## config.mk

```make
export PLATFORM = sky130hd
export DESIGN_NAME = uart_parity_unit_flat
export DESIGN_NICKNAME = d
export VERILOG_FILES = /design/src/rtl/uart_par_pkg.sv /design/src/rtl/uart_parity_unit_if.sv /design/src/rtl/par_mode_resolve.sv /design/src/rtl/uart_parity_unit.sv /design/src/flat_wrapper.sv
export SDC_FILE = /design/constraint.sdc
export NUM_CORES = 1
export LEC_CHECK = 0
export BUFFER_PORTS_ARGS = -buffer_cell sky130_fd_sc_hd__buf_2
export CAP_MARGIN = 20
export CORE_ASPECT_RATIO = 1.1
export CORE_MARGIN = 2
export CORE_UTILIZATION = 50
export CTS_CLUSTER_SIZE = 16
export DETAILED_ROUTE_END_ITERATION = 6
export HOLD_SLACK_MARGIN = 0.08
export PLACE_DENSITY = 0.85
export SYNTH_ARGS = -nofsm -noshare
export SYNTH_HDL_FRONTEND = slang
export SYNTH_SLANG_ARGS = --single-unit
```

## constraint.sdc

```tcl
create_clock -name clk -period 3.1 [get_ports clk]
set_input_delay 0.31 -clock clk [delete_from_list [all_inputs] [get_ports clk]]
set_output_delay 0.31 -clock clk [all_outputs]
set_load 0.05 [all_outputs]
```

## src/rtl/uart_par_pkg.sv

```systemverilog
// Shared types for the UART parity unit: PAR_TYP encodings and RX checker states.
// No ports; imported by the interface, the resolver and the top level.
package uart_par_pkg;

  typedef enum logic [1:0] {
    PAR_EVEN  = 2'b00,
    PAR_ODD   = 2'b01,
    PAR_MARK  = 2'b10,
    PAR_SPACE = 2'b11
  } par_typ_t;

  typedef enum logic [1:0] {
    IDLE = 2'd0,
    DATA = 2'd1,
    PAR  = 2'd2
  } rx_state_t;

endpackage

```

## src/rtl/uart_parity_unit_if.sv

```systemverilog
// Bus bundle of the UART parity unit: TX capture/parity signals and the RX
// serial check signals. master = datapath driving the unit, slave = the unit.
interface uart_parity_unit_if #(
  parameter int unsigned DATA_W = 8,
  parameter int unsigned LEN_W  = $clog2(DATA_W + 1)
);

  logic [DATA_W-1:0] P_DATA;
  logic              Data_Valid;
  logic              busy;
  logic              PAR_EN;
  logic [1:0]        PAR_TYP;
  logic [LEN_W-1:0]  DATA_LEN;
  logic              par_bit;
  logic              rx_start;
  logic              rx_bit_valid;
  logic              rx_bit;
  logic              rx_busy;
  logic              par_err_valid;
  logic              par_err;

  modport master (
    output P_DATA, Data_Valid, busy, PAR_EN, PAR_TYP, DATA_LEN,
    output rx_start, rx_bit_valid, rx_bit,
    input  par_bit, rx_busy, par_err_valid, par_err
  );

  modport slave (
    input  P_DATA, Data_Valid, busy, PAR_EN, PAR_TYP, DATA_LEN,
    input  rx_start, rx_bit_valid, rx_bit,
    output par_bit, rx_busy, par_err_valid, par_err
  );

endinterface

```

## src/rtl/par_mode_resolve.sv

```systemverilog
// Maps a raw XOR reduction plus the parity type to the final parity bit.
// Ports: raw_xor (data XOR), par_typ (parity mode), par_bit_c (resolved bit).
module par_mode_resolve
  import uart_par_pkg::*;
(
  input  logic     raw_xor,
  input  par_typ_t par_typ,
  output logic     par_bit_c
);

  always_comb begin
    par_bit_c = 1'b0;
    unique case (par_typ)
      PAR_EVEN:  par_bit_c = raw_xor;
      PAR_ODD:   par_bit_c = ~raw_xor;
      PAR_MARK:  par_bit_c = 1'b1;
      PAR_SPACE: par_bit_c = 1'b0;
      default:   par_bit_c = 1'b0;
    endcase
  end

endmodule

```

## src/rtl/uart_parity_unit.sv

```systemverilog
// UART parity engine: TX parity generation for a parallel frame and RX
// bit-serial parity checking with a per-frame error pulse.
// Ports: clk, RST (sync, active high), bus (uart_parity_unit_if.slave):
//   TX: P_DATA, Data_Valid, busy, PAR_EN, PAR_TYP, DATA_LEN -> par_bit
//   RX: rx_start, rx_bit_valid, rx_bit -> rx_busy, par_err_valid, par_err
module uart_parity_unit
  import uart_par_pkg::*;
#(
  parameter int unsigned DATA_W = 8,
  parameter int unsigned LEN_W  = $clog2(DATA_W + 1)
) (
  input logic                 clk,
  input logic                 RST,
  uart_parity_unit_if.slave   bus
);

  logic [LEN_W-1:0]  eff_len_c;
  logic [DATA_W-1:0] tx_masked_c;
  logic              tx_par_c;
  logic              rx_exp_c;

  rx_state_t         state, state_n;
  logic              acc, acc_n;
  logic [LEN_W-1:0]  cnt, cnt_n;
  par_typ_t          lat_typ, lat_typ_n;
  logic [LEN_W-1:0]  lat_len, lat_len_n;
  logic              par_err_q, par_err_n;
  logic              par_err_valid_q, par_err_valid_n;
  logic              par_bit_q;

  // Length clamp: 0 or anything above DATA_W means a full-width frame
  always_comb begin
    eff_len_c = bus.DATA_LEN;
    if ((bus.DATA_LEN == LEN_W'(0)) || (bus.DATA_LEN > LEN_W'(DATA_W)))
      eff_len_c = LEN_W'(DATA_W);
  end

  // Drop data bits above the active length
  always_comb begin
    tx_masked_c = '0;
    for (int unsigned i = 0; i < DATA_W; i++)
      tx_masked_c[i] = bus.P_DATA[i] & (LEN_W'(i) < eff_len_c);
  end

  par_mode_resolve u_tx_resolve (
    .raw_xor   (^tx_masked_c),
    .par_typ   (par_typ_t'(bus.PAR_TYP)),
    .par_bit_c (tx_par_c)
  );

  par_mode_resolve u_rx_resolve (
    .raw_xor   (acc),
    .par_typ   (lat_typ),
    .par_bit_c (rx_exp_c)
  );

  // TX parity register; captures only when the serializer is free
  always_ff @(posedge clk) begin
    if (RST)
      par_bit_q <= 1'b0;
    else if (bus.Data_Valid && !bus.busy)
      par_bit_q <= bus.PAR_EN ? tx_par_c : 1'b0;
  end

  // RX checker state
  always_ff @(posedge clk) begin
    if (RST) begin
      state           <= IDLE;
      acc             <= 1'b0;
      cnt             <= '0;
      lat_typ         <= PAR_EVEN;
      lat_len         <= '0;
      par_err_q       <= 1'b0;
      par_err_valid_q <= 1'b0;
    end else begin
      state           <= state_n;
      acc             <= acc_n;
      cnt             <= cnt_n;
      lat_typ         <= lat_typ_n;
      lat_len         <= lat_len_n;
      par_err_q       <= par_err_n;
      par_err_valid_q <= par_err_valid_n;
    end
  end

  // RX next state; rx_start overrides everything, including a same-cycle bit
  always_comb begin
    state_n         = state;
    acc_n           = acc;
    cnt_n           = cnt;
    lat_typ_n       = lat_typ;
    lat_len_n       = lat_len;
    par_err_n       = par_err_q;
    par_err_valid_n = 1'b0;

    if (bus.rx_start) begin
      par_err_n = 1'b0;
      if (bus.PAR_EN) begin
        state_n   = DATA;
        acc_n     = 1'b0;
        cnt_n     = '0;
        lat_typ_n = par_typ_t'(bus.PAR_TYP);
        lat_len_n = eff_len_c;
      end else begin
        state_n = IDLE;
      end
    end else begin
      unique case (state)
        DATA: begin
          if (bus.rx_bit_valid) begin
            acc_n = acc ^ bus.rx_bit;
            cnt_n = cnt + LEN_W'(1);
            if ((cnt + LEN_W'(1)) == lat_len)
              state_n = PAR;
          end
        end
        PAR: begin
          if (bus.rx_bit_valid) begin
            par_err_n       = bus.rx_bit ^ rx_exp_c;
            par_err_valid_n = 1'b1;
            state_n         = IDLE;
          end
        end
        default: ;
      endcase
    end
  end

  assign bus.par_bit       = par_bit_q;
  assign bus.rx_busy       = (state != IDLE);
  assign bus.par_err_valid = par_err_valid_q;
  assign bus.par_err       = par_err_q;

endmodule
```

## src/flat_wrapper.sv

```systemverilog
// flat-port wrapper written by rule: the top's interface ports become plain ports
module uart_parity_unit_flat import uart_par_pkg::*;
#(
  parameter int unsigned DATA_W = 8,
  parameter int unsigned LEN_W  = $clog2(DATA_W + 1)
)
  (clk, RST, bus_P_DATA, bus_Data_Valid, bus_busy, bus_PAR_EN, bus_PAR_TYP, bus_DATA_LEN, bus_rx_start, bus_rx_bit_valid, bus_rx_bit, bus_par_bit, bus_rx_busy, bus_par_err_valid, bus_par_err);
  uart_parity_unit_if #(.DATA_W(DATA_W), .LEN_W(LEN_W)) bus_i ();
  input logic clk;
  input logic RST;
  input wire logic [$bits(bus_i.P_DATA)-1:0] bus_P_DATA;
  input wire logic [$bits(bus_i.Data_Valid)-1:0] bus_Data_Valid;
  input wire logic [$bits(bus_i.busy)-1:0] bus_busy;
  input wire logic [$bits(bus_i.PAR_EN)-1:0] bus_PAR_EN;
  input wire logic [$bits(bus_i.PAR_TYP)-1:0] bus_PAR_TYP;
  input wire logic [$bits(bus_i.DATA_LEN)-1:0] bus_DATA_LEN;
  input wire logic [$bits(bus_i.rx_start)-1:0] bus_rx_start;
  input wire logic [$bits(bus_i.rx_bit_valid)-1:0] bus_rx_bit_valid;
  input wire logic [$bits(bus_i.rx_bit)-1:0] bus_rx_bit;
  output wire logic [$bits(bus_i.par_bit)-1:0] bus_par_bit;
  output wire logic [$bits(bus_i.rx_busy)-1:0] bus_rx_busy;
  output wire logic [$bits(bus_i.par_err_valid)-1:0] bus_par_err_valid;
  output wire logic [$bits(bus_i.par_err)-1:0] bus_par_err;
  assign bus_i.P_DATA = bus_P_DATA;
  assign bus_i.Data_Valid = bus_Data_Valid;
  assign bus_i.busy = bus_busy;
  assign bus_i.PAR_EN = bus_PAR_EN;
  assign bus_i.PAR_TYP = bus_PAR_TYP;
  assign bus_i.DATA_LEN = bus_DATA_LEN;
  assign bus_i.rx_start = bus_rx_start;
  assign bus_i.rx_bit_valid = bus_rx_bit_valid;
  assign bus_i.rx_bit = bus_rx_bit;
  assign bus_par_bit = bus_i.par_bit;
  assign bus_rx_busy = bus_i.rx_busy;
  assign bus_par_err_valid = bus_i.par_err_valid;
  assign bus_par_err = bus_i.par_err;
  uart_parity_unit #(.DATA_W(DATA_W), .LEN_W(LEN_W)) u_core (.clk(clk), .RST(RST), .bus(bus_i));
endmodule
```

==> out/metrics.cfg <==
[status]
run_status = finished, final reports clean

[synth]
synth_enable_flop_cells = 0
synth-main-ff-cell = sky130_fd_sc_hd__dfxtp_1
synth_fp_nets = 145
ys_seq_elements = 16
synth.avg_cell_area_sq_um = 7.969
synth_seq_area_share_pct = 32.95
yosysUniqueCellTypes = 38
count_leader_synth = sky130_fd_sc_hd__dfxtp_1
cell_taking_the_most_area_after_synthesis = sky130_fd_sc_hd__dfxtp_1
netlist_instances = 122
mappedNetlistArea_sq_um = 972.2
ys_async_sr_fraction_pct = 0
synth_top_area_share_pct = 32.95
yosys-top-cells-area = sky130_fd_sc_hd__dfxtp_1 33%, sky130_fd_sc_hd__xnor2_1 7.2%, sky130_fd_sc_hd__a21oi_1 6.2%
yosys_synthesis_warning_count = 0
yosys-top-cells-count = 16 x sky130_fd_sc_hd__dfxtp_1, 14 x sky130_fd_sc_hd__nor2_1, 12 x sky130_fd_sc_hd__a21oi_1, 12 x sky130_fd_sc_hd__nand2_1, 8 x sky130_fd_sc_hd__xnor2_1

[worst_setup_path]
max_stage_delay_ns = 0.43
crit_path_frequent_cell = sky130_fd_sc_hd__a211o_1
cell_chain_critical_path = buf_2 -> or2_4 -> a21o_1 -> a211o_1 -> a2111o_1 -> a211o_1 -> o211ai_1
timing.critical_path.buf_inv = 1
worst_setup_path_end_kind = register
cp.arrival_ns = 2.01
crit_family = compound AO/OA/AOI/OAI gates
setup.worst_path.class = in -> reg
crit_fanout = 6
cp.required_ns = 3.32
timing.critical_path.from_type = input port
cpMaxStageDelayCell = sky130_fd_sc_hd__a2111o_1

[finish]
layout-drive-gt1-share_pct = 23.97
diodes = 0
flow.area_growth_from_synthesis_pct = 16.86
design_area_sq_mm = 0.001136
post_layout_net_count = 170
fill_cells = 168

[sta]
unrepaired_setup_endpoints_after_global_routing = no
slew_violations = 0
post-route-period-util_pct = 57.89
layout_min_cycle_time_ns = 1.795
worst_pin_slew_ns = 0.4316
report.final.hold_viol_count = 0
setup_violations = 0
relSlewSlack_pct = 70.86
max_clock_freq_mhz = 557.2
finClkSkew_ns = 0.005299
setup-tns-final_ns = 0

[grt]
grt_start_max_net_pins = 19
grt_first_pass_wirelength_um = 3387
grt_pass1_vias = 829
grtUsageTotal_pct = 19.23
antenna_found_initial = 0
globalRouteOverflowTotal = 0

[place]
place.gp.congestion = 0.8372
buffer_ports.inserted = 25
dp.final_hpwl_um = 1536
placedInstanceArea_sq_mm = 0.001100

[drt]
vias_per_cell = 5.671
remaining_drc_errors = 0
routed_wirelength_um = 1914
route.vias.total = 930
ant_nets = 0
firstDrtPassIters = 4
detail_route.wl_per_cell_um = 11.67
drtIter0Drc = 23

[floorplan]
die_y_um = 50.25
cell_row_count = 16
start_util_pct = 53.96
fp.dieArea_sq_mm = 0.002313
io_pins = 26
coreArea_sq_mm = 0.001802
chipWidth_um = 46.04

[clock_network]
holdBufCountCts = 0
cts.sink_count = 16
cts.root.buffer_cell = sky130_fd_sc_hd__clkbuf_4
cts_post_setup_buffers_inserted = 0
cts_buffer_count = 3
cts.reportedPaths.clkPinSlew_ns = 0.09
htree_levels = 1
clock_insertion_delay_worst_skew_ns = 0.29
tritoncts = done
maximum_clock_path_buffer_count = 2
post_cts_resize_count = 0

[power_and_ir_drop]
p_per_area_mw_per_mm2 = 381.2
power_mw = 0.4331
p_leak_nw = 0.4513
vdd.ir_drop.worst_mv = 0.2148

[job]
number_of_maximum_capacitance_constraint_violations = 0

[min_path]
type_of_the_most_critical_hold_path = in -> reg

## metrics by stage
step / utilization [%] / instances / setup slack (ns) / hold slack, ns
5_1_grt: 63.06 / 164 / 1.249 / 0.2730
2_1_floorplan: - / 122 / 1.199 / 0.4363
6_report: 63.06 / 164 / 1.305 / 0.2785
3_5_place_dp: 61.04 / 160 / 1.014 / 0.4555
3_3_place_gp: 61.04 / 160 / 1.046 / 0.4528
4_1_cts: 63.06 / 164 / 1.314 / 0.2702
## path summary, 6_finish.rpt
check	from	to	slack, ns	depth (start not counted)
setup reg to reg	u_core.cnt[0]	u_core.state[1]	1.48	5
setup / recovery	bus_DATA_LEN[1]	u_core.bus.par_bit	1.31	7
hold reg to reg	u_core.lat_len[0]	u_core.lat_len[0]	0.47	2
hold / removal	bus_PAR_TYP[0]	u_core.lat_typ[0]	0.28	3
## worst min-delay path: cells and delay by family
family,cells,cell delay (ns)
compound gates,1,0.05
simple gates,1,0.05
buf+inv,1,0.11
## flip-flops by register name, indices dropped and copies added (netlist names)
name                      cells
u_core.acc                    1
u_core.bus.par_bit            1
u_core.bus.par_err            1
u_core.bus.par_err_valid      1
u_core.cnt                    4
u_core.lat_len                4
u_core.lat_typ                2
u_core.state                  2
## final cells by class
cell class / instances / area (sq um) / share of cell area, %
sequential: 16 / 320.3 / 28.19
multi-input combinational: 99 / 624.3 / 54.96
tap: 18 / 22.52 / 1.982
clock buffer: 4 / 36.28 / 3.194
timing repair buffer: 25 / 125.1 / 11.01
inverter: 2 / 7.507 / 0.6608
## report_power, final
part	internal [mW]	switching (mW)	total [mW]
Clock	0.0715	0.0639	0.135
Combinational	0.0379	0.0455	0.0834
Sequential	0.210	0.00386	0.214
Total	0.320	0.113	0.433
## cell usage in the layout (no fill, tap or decap), types with 2 or more instances in the layout
cell | netlist | final
sky130_fd_sc_hd__nor2_1 | 14 | 14
sky130_fd_sc_hd__nand3_1 | 3 | 3
sky130_fd_sc_hd__inv_1 | 2 | 2
sky130_fd_sc_hd__o21ai_0 | 3 | 3
sky130_fd_sc_hd__nand2b_1 | 2 | 2
sky130_fd_sc_hd__clkbuf_4 | 0 | 3
sky130_fd_sc_hd__o211ai_1 | 2 | 2
sky130_fd_sc_hd__nand3b_1 | 7 | 7
sky130_fd_sc_hd__a211o_1 | 2 | 2
sky130_fd_sc_hd__dfxtp_1 | 16 | 16
sky130_fd_sc_hd__xnor2_1 | 8 | 8
sky130_fd_sc_hd__or3_1 | 2 | 2
sky130_fd_sc_hd__nor3_1 | 5 | 5
sky130_fd_sc_hd__and2_1 | 2 | 2
sky130_fd_sc_hd__nor4_1 | 2 | 2
sky130_fd_sc_hd__nand2_1 | 12 | 12
sky130_fd_sc_hd__a2111oi_0 | 2 | 2
sky130_fd_sc_hd__xor2_1 | 3 | 3
sky130_fd_sc_hd__buf_2 | 1 | 25
sky130_fd_sc_hd__a21oi_1 | 12 | 12
## cells by family (layout without fill, tap and decap cells)
family / after synthesis / after routing / share of synthesized area [%]
fa+ha+maj: 1 / 1 / 1.287
simple gates: 58 / 58 / 32.56
compound gates: 28 / 28 / 19.31
mux: 1 / 1 / 1.158
buf+inv: 7 / 31 / 2.831
xor+xnor: 11 / 11 / 9.911
flops: 16 / 16 / 32.95
## layer usage
metal / GRT usage, % / vias to the layer above / share of wire [%]
li1: - / 488 / -
met1: 25.17 / 416 / 46
met2: 31.48 / 22 / 50
met3: 1.079 / 4 / 2.8
met4: 8.571 / 0 / 1.9
met5: 0 / - / 0
(Power assumes the default switching activity.)
